`src/rtl/alu_pkg.sv`:
```
// alu_pkg
// Shared definitions for the execute-stage ALU: the operation-select field
// type and the eight operation-code constants. Every code is defined, so
// there is no illegal-opcode handling anywhere in the ALU.
// Ports: none (package only).
package alu_pkg;

  typedef logic [2:0] alu_ctl_t;

  localparam alu_ctl_t ALU_AND  = 3'b000;
  localparam alu_ctl_t ALU_OR   = 3'b001;
  localparam alu_ctl_t ALU_ADD  = 3'b010;
  localparam alu_ctl_t ALU_XOR  = 3'b011;
  localparam alu_ctl_t ALU_NOR  = 3'b100;
  localparam alu_ctl_t ALU_SLTU = 3'b101;
  localparam alu_ctl_t ALU_SUB  = 3'b110;
  localparam alu_ctl_t ALU_SLT  = 3'b111;

endpackage

```
`src/rtl/alu_addsub.sv`:
```
// alu_addsub
// Single shared adder/subtractor used by ADD, SUB, SLT and SLTU.
// Subtraction is done as in1 + ~in2 + 1, so for SUB the carry is the
// "no borrow" flag (1 when in1 >= in2 unsigned).
// Ports:
//   in1, in2  : operands, SIZE+1 bits
//   sub       : 1 selects in1 - in2, 0 selects in1 + in2
//   sum       : result modulo 2^(SIZE+1)
//   carry     : carry out of the MSB
//   overflow  : signed two's-complement overflow of the operation
module alu_addsub #(
  parameter int SIZE = 9
) (
  input  logic [SIZE:0] in1,
  input  logic [SIZE:0] in2,
  input  logic          sub,
  output logic [SIZE:0] sum,
  output logic          carry,
  output logic          overflow
);

  logic [SIZE:0]   b_eff;
  logic [SIZE+1:0] full;

  assign b_eff = sub ? ~in2 : in2;
  // The subtract select doubles as the +1 of the two's-complement negate.
  assign full  = {1'b0, in1} + {1'b0, b_eff} + {{(SIZE+1){1'b0}}, sub};
  assign sum   = full[SIZE:0];
  assign carry = full[SIZE+1];
  // Overflow when both effective operands share a sign the result does not.
  assign overflow = (in1[SIZE] == b_eff[SIZE]) && (sum[SIZE] != in1[SIZE]);

endmodule

```
`src/rtl/alu.sv`:
```
// alu
// Registered arithmetic/logic unit for the MIPS execute stage. Operands and
// operation code are sampled every rising edge; result, carry and zero flag
// appear one cycle later. Fully pipelined, no handshake.
// Optional feature: define ALU_OVERFLOW_EN to add a registered signed
// overflow output for ADD and SUB.
// Ports:
//   clk       : rising-edge clock
//   rst_n     : synchronous active-low reset (out=0, carry_out=0, zero=1)
//   ctl       : operation select (codes in alu_pkg)
//   in1, in2  : operands, SIZE+1 bits
//   out       : registered result
//   carry_out : registered carry (ADD carry, SUB no-borrow, else 0)
//   zero      : registered flag, 1 when out is 0
//   overflow  : (ALU_OVERFLOW_EN only) registered signed overflow
module alu
  import alu_pkg::*;
#(
  parameter int SIZE = 9
) (
  input  logic          clk,
  input  logic          rst_n,
  input  logic [2:0]    ctl,
  input  logic [SIZE:0] in1,
  input  logic [SIZE:0] in2,
  output logic [SIZE:0] out,
  output logic          carry_out,
  output logic          zero
`ifdef ALU_OVERFLOW_EN
  ,
  output logic          overflow
`endif
);

  logic [SIZE:0] as_sum;
  logic          as_carry;
  logic          as_ovf;
  logic          as_sub;

  logic [SIZE:0] next_out;
  logic          next_carry;

  // Only ADD needs the adder in add mode; SUB, SLT and SLTU all compare
  // through the subtraction.
  assign as_sub = (alu_ctl_t'(ctl) != ALU_ADD);

  alu_addsub #(.SIZE(SIZE)) u_addsub (
    .in1      (in1),
    .in2      (in2),
    .sub      (as_sub),
    .sum      (as_sum),
    .carry    (as_carry),
    .overflow (as_ovf)
  );

  // Operation mux. SLTU is "borrow occurred"; SLT is the true sign of the
  // difference, i.e. raw sign corrected by overflow.
  always_comb begin
    next_out   = '0;
    next_carry = 1'b0;
    case (alu_ctl_t'(ctl))
      ALU_AND:  next_out = in1 & in2;
      ALU_OR:   next_out = in1 | in2;
      ALU_ADD: begin
        next_out   = as_sum;
        next_carry = as_carry;
      end
      ALU_XOR:  next_out = in1 ^ in2;
      ALU_NOR:  next_out = ~(in1 | in2);
      ALU_SLTU: next_out = {{SIZE{1'b0}}, ~as_carry};
      ALU_SUB: begin
        next_out   = as_sum;
        next_carry = as_carry;
      end
      ALU_SLT:  next_out = {{SIZE{1'b0}}, as_sum[SIZE] ^ as_ovf};
      default:  next_out = '0;
    endcase
  end

  // Output registers. Reset wins over any operation presented on the edge.
  always_ff @(posedge clk) begin
    if (!rst_n) begin
      out       <= '0;
      carry_out <= 1'b0;
      zero      <= 1'b1;
    end else begin
      out       <= next_out;
      carry_out <= next_carry;
      zero      <= (next_out == '0);
    end
  end

`ifdef ALU_OVERFLOW_EN
  logic next_ovf;

  assign next_ovf = ((alu_ctl_t'(ctl) == ALU_ADD) || (alu_ctl_t'(ctl) == ALU_SUB)) && as_ovf;

  // Overflow flag shares the reset and load timing of the main outputs.
  always_ff @(posedge clk) begin
    if (!rst_n) begin
      overflow <= 1'b0;
    end else begin
      overflow <= next_ovf;
    end
  end
`endif

endmodule

```
`config.mk`:
```
export PLATFORM = sky130hd
export DESIGN_NAME = alu
export DESIGN_NICKNAME = d
export VERILOG_FILES = /design/src/rtl/alu_pkg.sv /design/src/rtl/alu_addsub.sv /design/src/rtl/alu.sv
export SDC_FILE = /design/constraint.sdc
export NUM_CORES = 1
export LEC_CHECK = 0
export CORE_UTILIZATION = 47
export DETAILED_ROUTE_END_ITERATION = 6
export GPL_TIMING_DRIVEN = 1
export PLACE_DENSITY_LB_ADDON = 0.1
export SKIP_CTS_REPAIR_TIMING = 1
export SLEW_MARGIN = 20
export SYNTH_ARGS = -nofsm -noshare
export SYNTH_HDL_FRONTEND = slang
export SYNTH_SLANG_ARGS = --single-unit
```
`constraint.sdc`:
```
create_clock -name clk -period 5.5 [get_ports clk]
set_input_delay 1.1 -clock clk [delete_from_list [all_inputs] [get_ports clk]]
set_output_delay 1.1 -clock clk [all_outputs]
set_load 0.01 [all_outputs]
```
# [Yosys cells after proc, flatten, opt, wreduce, memory -nomap -nowiden]
# Index checks and enable logic that the tools add are counted.
[classes] n_shift=0 n_bitwise=7 add_sub_neg=2 n_mux=2 n_eq_ne=10 magnitude_cmp=0 n_reduce_logical=5 div_mod_pow=0 n_mul=0
[ops] cell="$pmux W10 S7" n=1
[ops] cell="$not A10 Y10" n=2
[ops] cell="$eq A3 B3 Y1 const B" n=4
[ops] cell="$add A10 B10 Y11" n=1
[ops] cell="$add A11 B1 Y11" n=1
[ops] cell="$and A10 B10 Y10" n=1
[ops] cell="$logic_not A10 Y1" n=1
[ops] cell="$mux W10" n=1
[ops] cell="$or A10 B10 Y10" n=1
[ops] cell="$xor A10 B10 Y10" n=1
[ops] cell="$eq A3 B2 Y1 const B" n=2
[ops] cell="$eq A3 B1 Y1 const B" n=1
[ops] cell="$logic_not A3 Y1" n=1
[ops] cell="$ne A3 B2 Y1 const B" n=1
[ops] cell="$reduce_and A2 Y1" n=1
[ops] cell="$reduce_or A2 Y1" n=1
[ops] cell="$eq A1 B1 Y1" n=1
[ops] cell="$logic_and A1 B1 Y1" n=1
[ops] cell="$ne A1 B1 Y1" n=1
[ops] cell="$not A1 Y1" n=1
[ops] cell="$xor A1 B1 Y1" n=1
[word_totals] ramBits=0 reg_bits=12 latch_bits=0 rom_bits=0 wordCells=29 memories=0 inputBits=25 out_inout_bits=12

# [Logic depth before layout (Yosys ltp)]
# Gate-level depths: netlist of run 1.
[logic_depth] ltp_word=9 ltp_mapped=12 mapped_depth_nobuf=11

# [By module]
# Synthesis of run 1 repeated with hierarchy kept, for this count alone.
[hier_totals] hier_cells=189 hier_area_um2=1689.1
[by_module_without_submodules] module="alu" instances=1 area_per_inst_um2=1149.9 cells_each=127 seq_area_each_um2=240.2
[by_module_without_submodules] module="alu_addsub" instances=1 area_per_inst_um2=539.3 cells_each=62 seq_area_each_um2=0.0

# [Least setup slack after synthesis of run 1]
# No wires, ideal clock.
[synth_path] path_type="input -> register" start="input port ctl[0]" end="register zero" required_time_ps=5377 stages=12 path_slack_ps=1327 arrival_time_ps=4050 path_buffers=1 setup_time_ps=123 cell_sequence="nand2b_1 > clkbuf_1 > nor2_1 > xnor2_1 > fa_1 > a211oi_1 > nor2_1 > o41ai_2 > o21ai_0 > or3b_2 > a31oi_4 > nor3_1"
[synth_via] elab_chain_cells=9
[synth_lines] element="start, declared" line="alu.sv:23" source="input logic [2:0] ctl,"
[synth_lines] element="$ne A3 B2 Y1" line="alu.sv:45" source="assign as_sub = (alu_ctl_t'(ctl) != ALU_ADD);"
[synth_lines] element="$mux W10" line="alu_addsub.sv:25" source="assign b_eff = sub ? ~in2 : in2;"
[synth_lines] element="$add A10 B10 Y11" line="alu_addsub.sv:27" source="assign full = {1'b0, in1} + {1'b0, b_eff} + {{(SIZE+1){1'b0}}, sub};"
[synth_lines] element="$add A11 B1 Y11" line="alu_addsub.sv:27"
[synth_lines] element="$ne A1 B1 Y1" line="alu_addsub.sv:31" source="assign overflow = (in1[SIZE] == b_eff[SIZE]) && (sum[SIZE] != in1[SIZE]);"
[synth_lines] element="$logic_and A1 B1 Y1" line="alu_addsub.sv:31"
[synth_lines] element="$xor A1 B1 Y1" line="alu.sv:75" source="ALU_SLT: next_out = {{SIZE{1'b0}}, as_sum[SIZE] ^ as_ovf};"
[synth_lines] element="$pmux W10 S7 (*)" line="alu.sv:61" source="case (alu_ctl_t'(ctl))"
[synth_lines] element="$logic_not A10 Y1 (*)" line="alu.sv:89" source="zero <= (next_out == '0);"
[synth_lines] element="end signal, assigned" line="alu.sv:89"
[synth_lines] element="end, declared" line="alu.sv:28" source="output logic zero"
# Every way passes the cells marked *; elsewhere a longest branch is shown, timed or not.
# A chain may end at the register's enable or synchronous reset.

# [Worst setup path in the final report of run 1]
# Same ends and word-level chain as after synthesis.

==> run metrics, run 1 <==
element type at the critical path end=flip-flop; CTS H-tree depth=1; internal power=around 0.24 mW; gr ovfl total=0; number of fill cells in the layout=~340; CTS root buffer=sky130_fd_sc_hd__clkbuf_8; path type of the worst setup path=in -> reg; Layout Nets=between 300 and 400; Final period util=between 80% and 90%; Cell Rows=21; proportion of power drawn by combinational gates=roughly 53%; part of the total power dissipated in sequential elements=around 27%; Slew Limit Fails=0; via count=~1700; unrepaired setup endpoints after global routing=false; area of the mapped netlist=around 1800 µm²; CTS sink cnt=12; portion of synthesized cell area occupied by the leading cell type=between 20% and 30%; slew margin rel.=33.13%; power consumption=about 0.36 mW; final setup violation count=0; Clock Pin Slew Worst Setup and Hold Paths=about 0.04 ns; Primary FF master, synth=sky130_fd_sc_hd__dfxtp_1; Via density=roughly 5.5; total iterations of the first detailed-routing run=4; Remaining DRCs=0; slowest cell on the critical path=sky130_fd_sc_hd__nor2_1; Post-DRT Antenna Nets=0; average instance area after synthesis=7.717 µm²; die extent in y=~63 µm; layout-stage area growth over the synthesis result=25.50%; ANT cells=0; net switching power=0.1275 mW; delay of the slowest cell on the worst path=about 0.80 ns; Post-Syn Nets=282; max-cap violation count=0; number of buffers inserted during clock tree synthesis=3; Post-Synthesis Cells=~230; largest driver fanout on the critical path=9; dominant cell type by count on the critical path=sky130_fd_sc_hd__nor2_1; Power Dens Cells=165.2 nW/µm²; register bit total from synthesis=12; Clock Tree Buf Depth=2; final hold vios=0; IR Drop Worst-Case VDD=roughly 64 µV; Setup crit start kind=primary input; routed wire length=roughly 4000 µm; antenna violations before repair=0; Critical Path RT=between 5 and 6 ns; initial cell density of the core=between 50% and 60%; Worst Path Arrival=about 5 ns; IO Count=37; TritonCTS clock tree=built; DR iter-0 viols=70; fraction of synthesis flops using an asynchronous set or reset pin=0%; final setup TNS=0 ns; horizontal extent of the die=63.05 µm; global router's overall resource usage=21.27%; largest net degree at the start of global routing=32; result of the run=finished clean; cell family with most CP delay=simple AND/OR/NAND/NOR gates; total number of yosys warnings=0; placed wire-length estimate=3277 µm; Peak Freq=a little over 0.2 GHz; top post-synthesis cells by area=sky130_fd_sc_hd__ha_1, sky130_fd_sc_hd__dfxtp_1, sky130_fd_sc_hd__inv_1; cell taking the most area after synthesis=sky130_fd_sc_hd__ha_1; via count of the first global-routing pass=roughly 1500; class of the tightest hold or removal check=in -> reg; global-route wire length before repair=slightly below 7000 µm; number of input and output port buffers inserted=36; full die area=3975 µm²; Wirelength per Cell=about 13 µm; core region area=approximately 3400 µm²; switching share of total power=about a third; fraction of final layout cells sized beyond drive strength 1=between 5 and 6%; combined buffer and inverter count along the critical path=1; portion of the post-synthesis area used by sequential elements=about 14%; slew at the pin closest to its max-slew limit=about 1 ns; Cell Chain, Critical Path=clkdlybuf4s50_1, nand2b_1, nor2_1, xnor2_1, fa_1, a211oi_1, nor2_1, o41ai_2, o21ai_0, or3b_2, a31oi_4, nor3_1; number of synthesized flops with an enable pin=0; Clock Power Share=between 20% and 30%; post-route minimum period=a little under 5 ns; reported leakage power=~0.97 nW; Final GP Congestion=between 0.9 and 1; number of unique standard cell types used by synthesis=50
==> metrics by stage <==
step	area (µm²)	hold WS, ns	cells	util, %	worst slack [ns]
after floorplan	1752	1.222	227	-	1.327
after global placement	2157	1.833	303	62.67	0.5422
after detailed placement	2157	1.833	303	62.67	0.4038
after CTS	2198	1.621	306	63.87	0.6413
after global routing	2198	1.640	306	63.87	0.2981
final	2198	1.628	306	63.87	0.6318
==> final cells by class <==
| class | instances | area [µm²] | area share, % |
|---|---|---|---|
| Multi-Input combinational cell | 176 | 1364 | 62.04 |
| Inverter | 30 | 112.6 | 5.122 |
| Clock buffer | 3 | 41.29 | 1.878 |
| Tap cell | 46 | 57.56 | 2.618 |
| Timing Repair Buffer | 39 | 382.9 | 17.42 |
| Sequential cell | 12 | 240.2 | 10.93 |
==> synth_stat cells (all sizes together) (2+ instances only) <==
| library cell | instances |
|---|---|
| nor3b | 2 |
| buf | 2 |
| nand3 | 7 |
| nor2b | 5 |
| o221ai | 2 |
| nand4 | 4 |
| clkbuf | 7 |
| o31ai | 2 |
| mux2i | 9 |
| nor2 | 15 |
| nor4b | 2 |
| a31oi | 7 |
| a211oi | 3 |
| xnor2 | 11 |
| nand2 | 11 |
| dfxtp | 12 |
| ha | 29 |
| a22o | 2 |
| xor2 | 2 |
| o211ai | 4 |
| o31a | 2 |
| o21ai | 10 |
| a21oi | 12 |
| inv | 29 |
| nor3 | 5 |
| nand2b | 10 |
| and2 | 2 |
| or2 | 2 |
==> sequential cells by signal (all words and copies together) (netlist names) <==
signal and flops:
out 10, carry_out 1, zero 1
==> layer usage <==
metal	share of wire, %	vias to the layer above	wire length [µm]	global-route usage (%)
met5	0	-	0	0
met4	1.1	0	45	6.977
met3	4.1	5	165	0.5435
met2	45	46	1808	35.48
met1	49	749	1962	29.28
li1	-	874	-	-
==> layout by cell type (no fill, tap or decap), types with 2 or more instances in the layout <==
cell type and instances:
sky130_fd_sc_hd__a211oi_1 3, sky130_fd_sc_hd__a21oi_1 12, sky130_fd_sc_hd__a22o_1 2, sky130_fd_sc_hd__a31oi_1 6, sky130_fd_sc_hd__and2_1 2, sky130_fd_sc_hd__buf_4 3
sky130_fd_sc_hd__clkbuf_8 3, sky130_fd_sc_hd__clkdlybuf4s50_1 36, sky130_fd_sc_hd__dfxtp_1 12, sky130_fd_sc_hd__ha_1 29, sky130_fd_sc_hd__inv_1 29, sky130_fd_sc_hd__mux2i_1 9
sky130_fd_sc_hd__nand2_1 11, sky130_fd_sc_hd__nand2b_1 10, sky130_fd_sc_hd__nand3_1 7, sky130_fd_sc_hd__nand4_1 4, sky130_fd_sc_hd__nor2_1 15, sky130_fd_sc_hd__nor2b_1 5
sky130_fd_sc_hd__nor3_1 5, sky130_fd_sc_hd__nor3b_1 2, sky130_fd_sc_hd__o211ai_1 4, sky130_fd_sc_hd__o21ai_0 9, sky130_fd_sc_hd__o221ai_1 2, sky130_fd_sc_hd__o31a_1 2
sky130_fd_sc_hd__or2_2 2, sky130_fd_sc_hd__xnor2_1 11, sky130_fd_sc_hd__xor2_1 2
==> final timing paths <==
path	startpoint	to	cells after the start
worst max-delay path	ctl[0]	zero	12
worst min-delay path	rst_n	out[4]	2
==> power groups by stage <==
stage	clock (mW)	combinational [mW]	sequential [mW]
floorplan	0	0.118	0.104
global placement	0	0.188	0.0993
detailed placement	0	0.190	0.0993
CTS	0.0763	0.191	0.0977
global route	0.0801	0.213	0.0983
finish	0.0739	0.192	0.0976
==> kinds of logic after synthesis <==
family	Yosys count	synth area share (%)
and+or+nand+nor	71	22.71
AOI/OAI and AO/OA	53	21.64
buffers and inverters	39	8.428
adders and majority gates	30	21.86
xor gates and xnor gates	13	6.500
DFF	12	13.71
muxes	9	5.143
(Power assumes the default switching activity.)
==> run 2, diff against run 1 <==
clock period = 6.24 ns   (was 5.5 ns; I/O delays follow)
==> run metrics, run 2 (same netlist as run 1, synthesis figures left out) <==
slew at the pin closest to its max-slew limit=around 0.95 ns; gr ovfl total=0; unrepaired setup endpoints after global routing=false; core region area=approximately 3400 µm²; post-place instance area=~2200 µm²; slowest cell on the critical path=sky130_fd_sc_hd__or3b_2; capture point of the critical path=zero; routed wire length=~3800 µm; IO Count=37; combined buffer and inverter count along the critical path=3; area occupied by multi-input gates=approximately 1400 µm²; layout-stage area growth over the synthesis result=26.29%; global-route wire length before repair=approximately 6900 µm; final setup violation count=0; top library cells by usage in the layout, fill and taps aside=sky130_fd_sc_hd__clkdlybuf4s50_1, sky130_fd_sc_hd__inv_1, sky130_fd_sc_hd__ha_1, sky130_fd_sc_hd__nor2_1; Critical Path RT=between 6 and 7 ns; Final period util=76.05%; Slew Limit Fails=0; Layout Nets=317; area taken by flip-flops and latches=240.2 µm²; largest driver fanout on the critical path=32; total iterations of the first detailed-routing run=4; initial cell density of the core=50.89%; Final GP Congestion=0.9533; element type at the critical path end=flip-flop; ANT cells=0; largest registers ranked by flip-flop count=out: 10 flops, carry_out: 1 flops, zero: 1 flops; cell family with most CP delay=simple AND/OR/NAND/NOR gates; Power Dens Cells=about 150 nW/µm²; largest net degree at the start of global routing=33; max-cap violation count=0; final cell count without fillers=slightly above 300; TritonCTS clock tree=built; antenna violations before repair=0; final setup TNS=0 ns; via count=approximately 1600; Via density=between 5 and 6; Largest register FFs=10; instance count on the critical path=14; number of fill cells in the layout=334; result of the run=finished clean; Setup crit start kind=primary input; DR iter-0 viols=85; Wirelength per Cell=around 12 µm; slew margin rel.=between 30 and 40%; Peak Freq=between 0.2 and 0.25 GHz; CTS root buffer=sky130_fd_sc_hd__clkbuf_8; cell count after placement=just over 300; class of the tightest hold or removal check=in -> reg; number of buffers inserted during clock tree synthesis=3; IR Drop Worst-Case VDD=50.25 µV; delay of the slowest cell on the worst path=0.51 ns; Top reg by flops=out; full die area=~4000 µm²; Critical Path Start=ctl[0]; post-route minimum period=between 4 and 5 ns; global router's overall resource usage=a little over a fifth; Cell Rows=21; Post-DRT Antenna Nets=0; die extent in y=between 60 and 70 µm; reported leakage power=roughly 0.97 nW; Cell Chain, Critical Path=clkdlybuf4s50_1, buf_4, nand2b_1, nor2_1, buf_4, xnor2_1, fa_1, a211oi_1, nor2_1, o41ai_2, o21ai_0, or3b_2, a31oi_4, nor3_1; final hold vios=0; CTS sink cnt=12; number of input and output port buffers inserted=36; fraction of final layout cells sized beyond drive strength 1=5.747%; Remaining DRCs=0; path type of the worst setup path=in -> reg; Worst Path Arrival=between 4 and 5 ns; most common cell after layout, fill and taps aside=sky130_fd_sc_hd__clkdlybuf4s50_1; Clock Tree Buf Depth=2; Clock Pin Slew Worst Setup and Hold Paths=~0.050 ns; CTS H-tree depth=1; horizontal extent of the die=between 60 and 70 µm; final std cell area, no fill=roughly 2200 µm²; placed wire-length estimate=between 3000 and 4000 µm; via count of the first global-routing pass=about 1500
==> run 2: cell types whose count changed in the layout (fill, tap and decap cells not counted) <==
cell,before,now
sky130_fd_sc_hd__clkbuf_8,3,4
==> run 2: metrics by stage <==
| stage | setup slack [ns] | util [%] | hold WS, ns | power, mW |
|---|---|---|---|---|
| 2_1_floorplan | 1.919 | - | 1.370 | 0.1959 |
| 3_3_place_gp | 1.339 | 62.67 | 1.981 | 0.2538 |
| 3_5_place_dp | 1.262 | 62.67 | 1.981 | 0.2538 |
| 4_1_cts | 1.483 | 64.27 | 1.735 | 0.3333 |
| 5_1_grt | 1.210 | 64.27 | 1.753 | 0.3579 |
| 6_report | 1.494 | 64.27 | 1.741 | 0.3315 |
==> run 2: where the power goes <==
group / internal [mW] / switching, mW / leakage (nW)
combinational: 0.0811 / 0.0863 / 0.845
clock: 0.0552 / 0.0229 / 0.0288
sequential: 0.0845 / 0.00149 / 0.0991
total: 0.221 / 0.111 / 0.973
==> run 2: worst min-delay path by stage <==
stage | depth (start not counted) | from | slack (ns) | to
after global routing | 2 | rst_n | 1.75 | out[4]
after CTS | 2 | rst_n | 1.73 | out[3]
after global placement | 1 | out[1] | 1.98 | out[1]
final | 2 | rst_n | 1.74 | out[3]
after detailed placement | 1 | out[0] | 1.98 | out[0]
after floorplan | 1 | rst_n | 1.37 | out[3]
==> run 2: metal layers <==
metal	track usage, %	routed length, µm	vias to the layer above
met3	1.449	139	2
met5	0	0	-
met1	30.01	1947	716
met2	34.54	1737	38
met4	4.942	7	0
li1	-	-	867
==> run 2: area by class of cell <==
type                       instances  area share [%]
clock buffer                       4           2.489
timing repair buffer              39           17.31
tap                               46           2.602
inverter                          30           5.091
sequential                        12           10.86
multi-input combinational        176           61.65
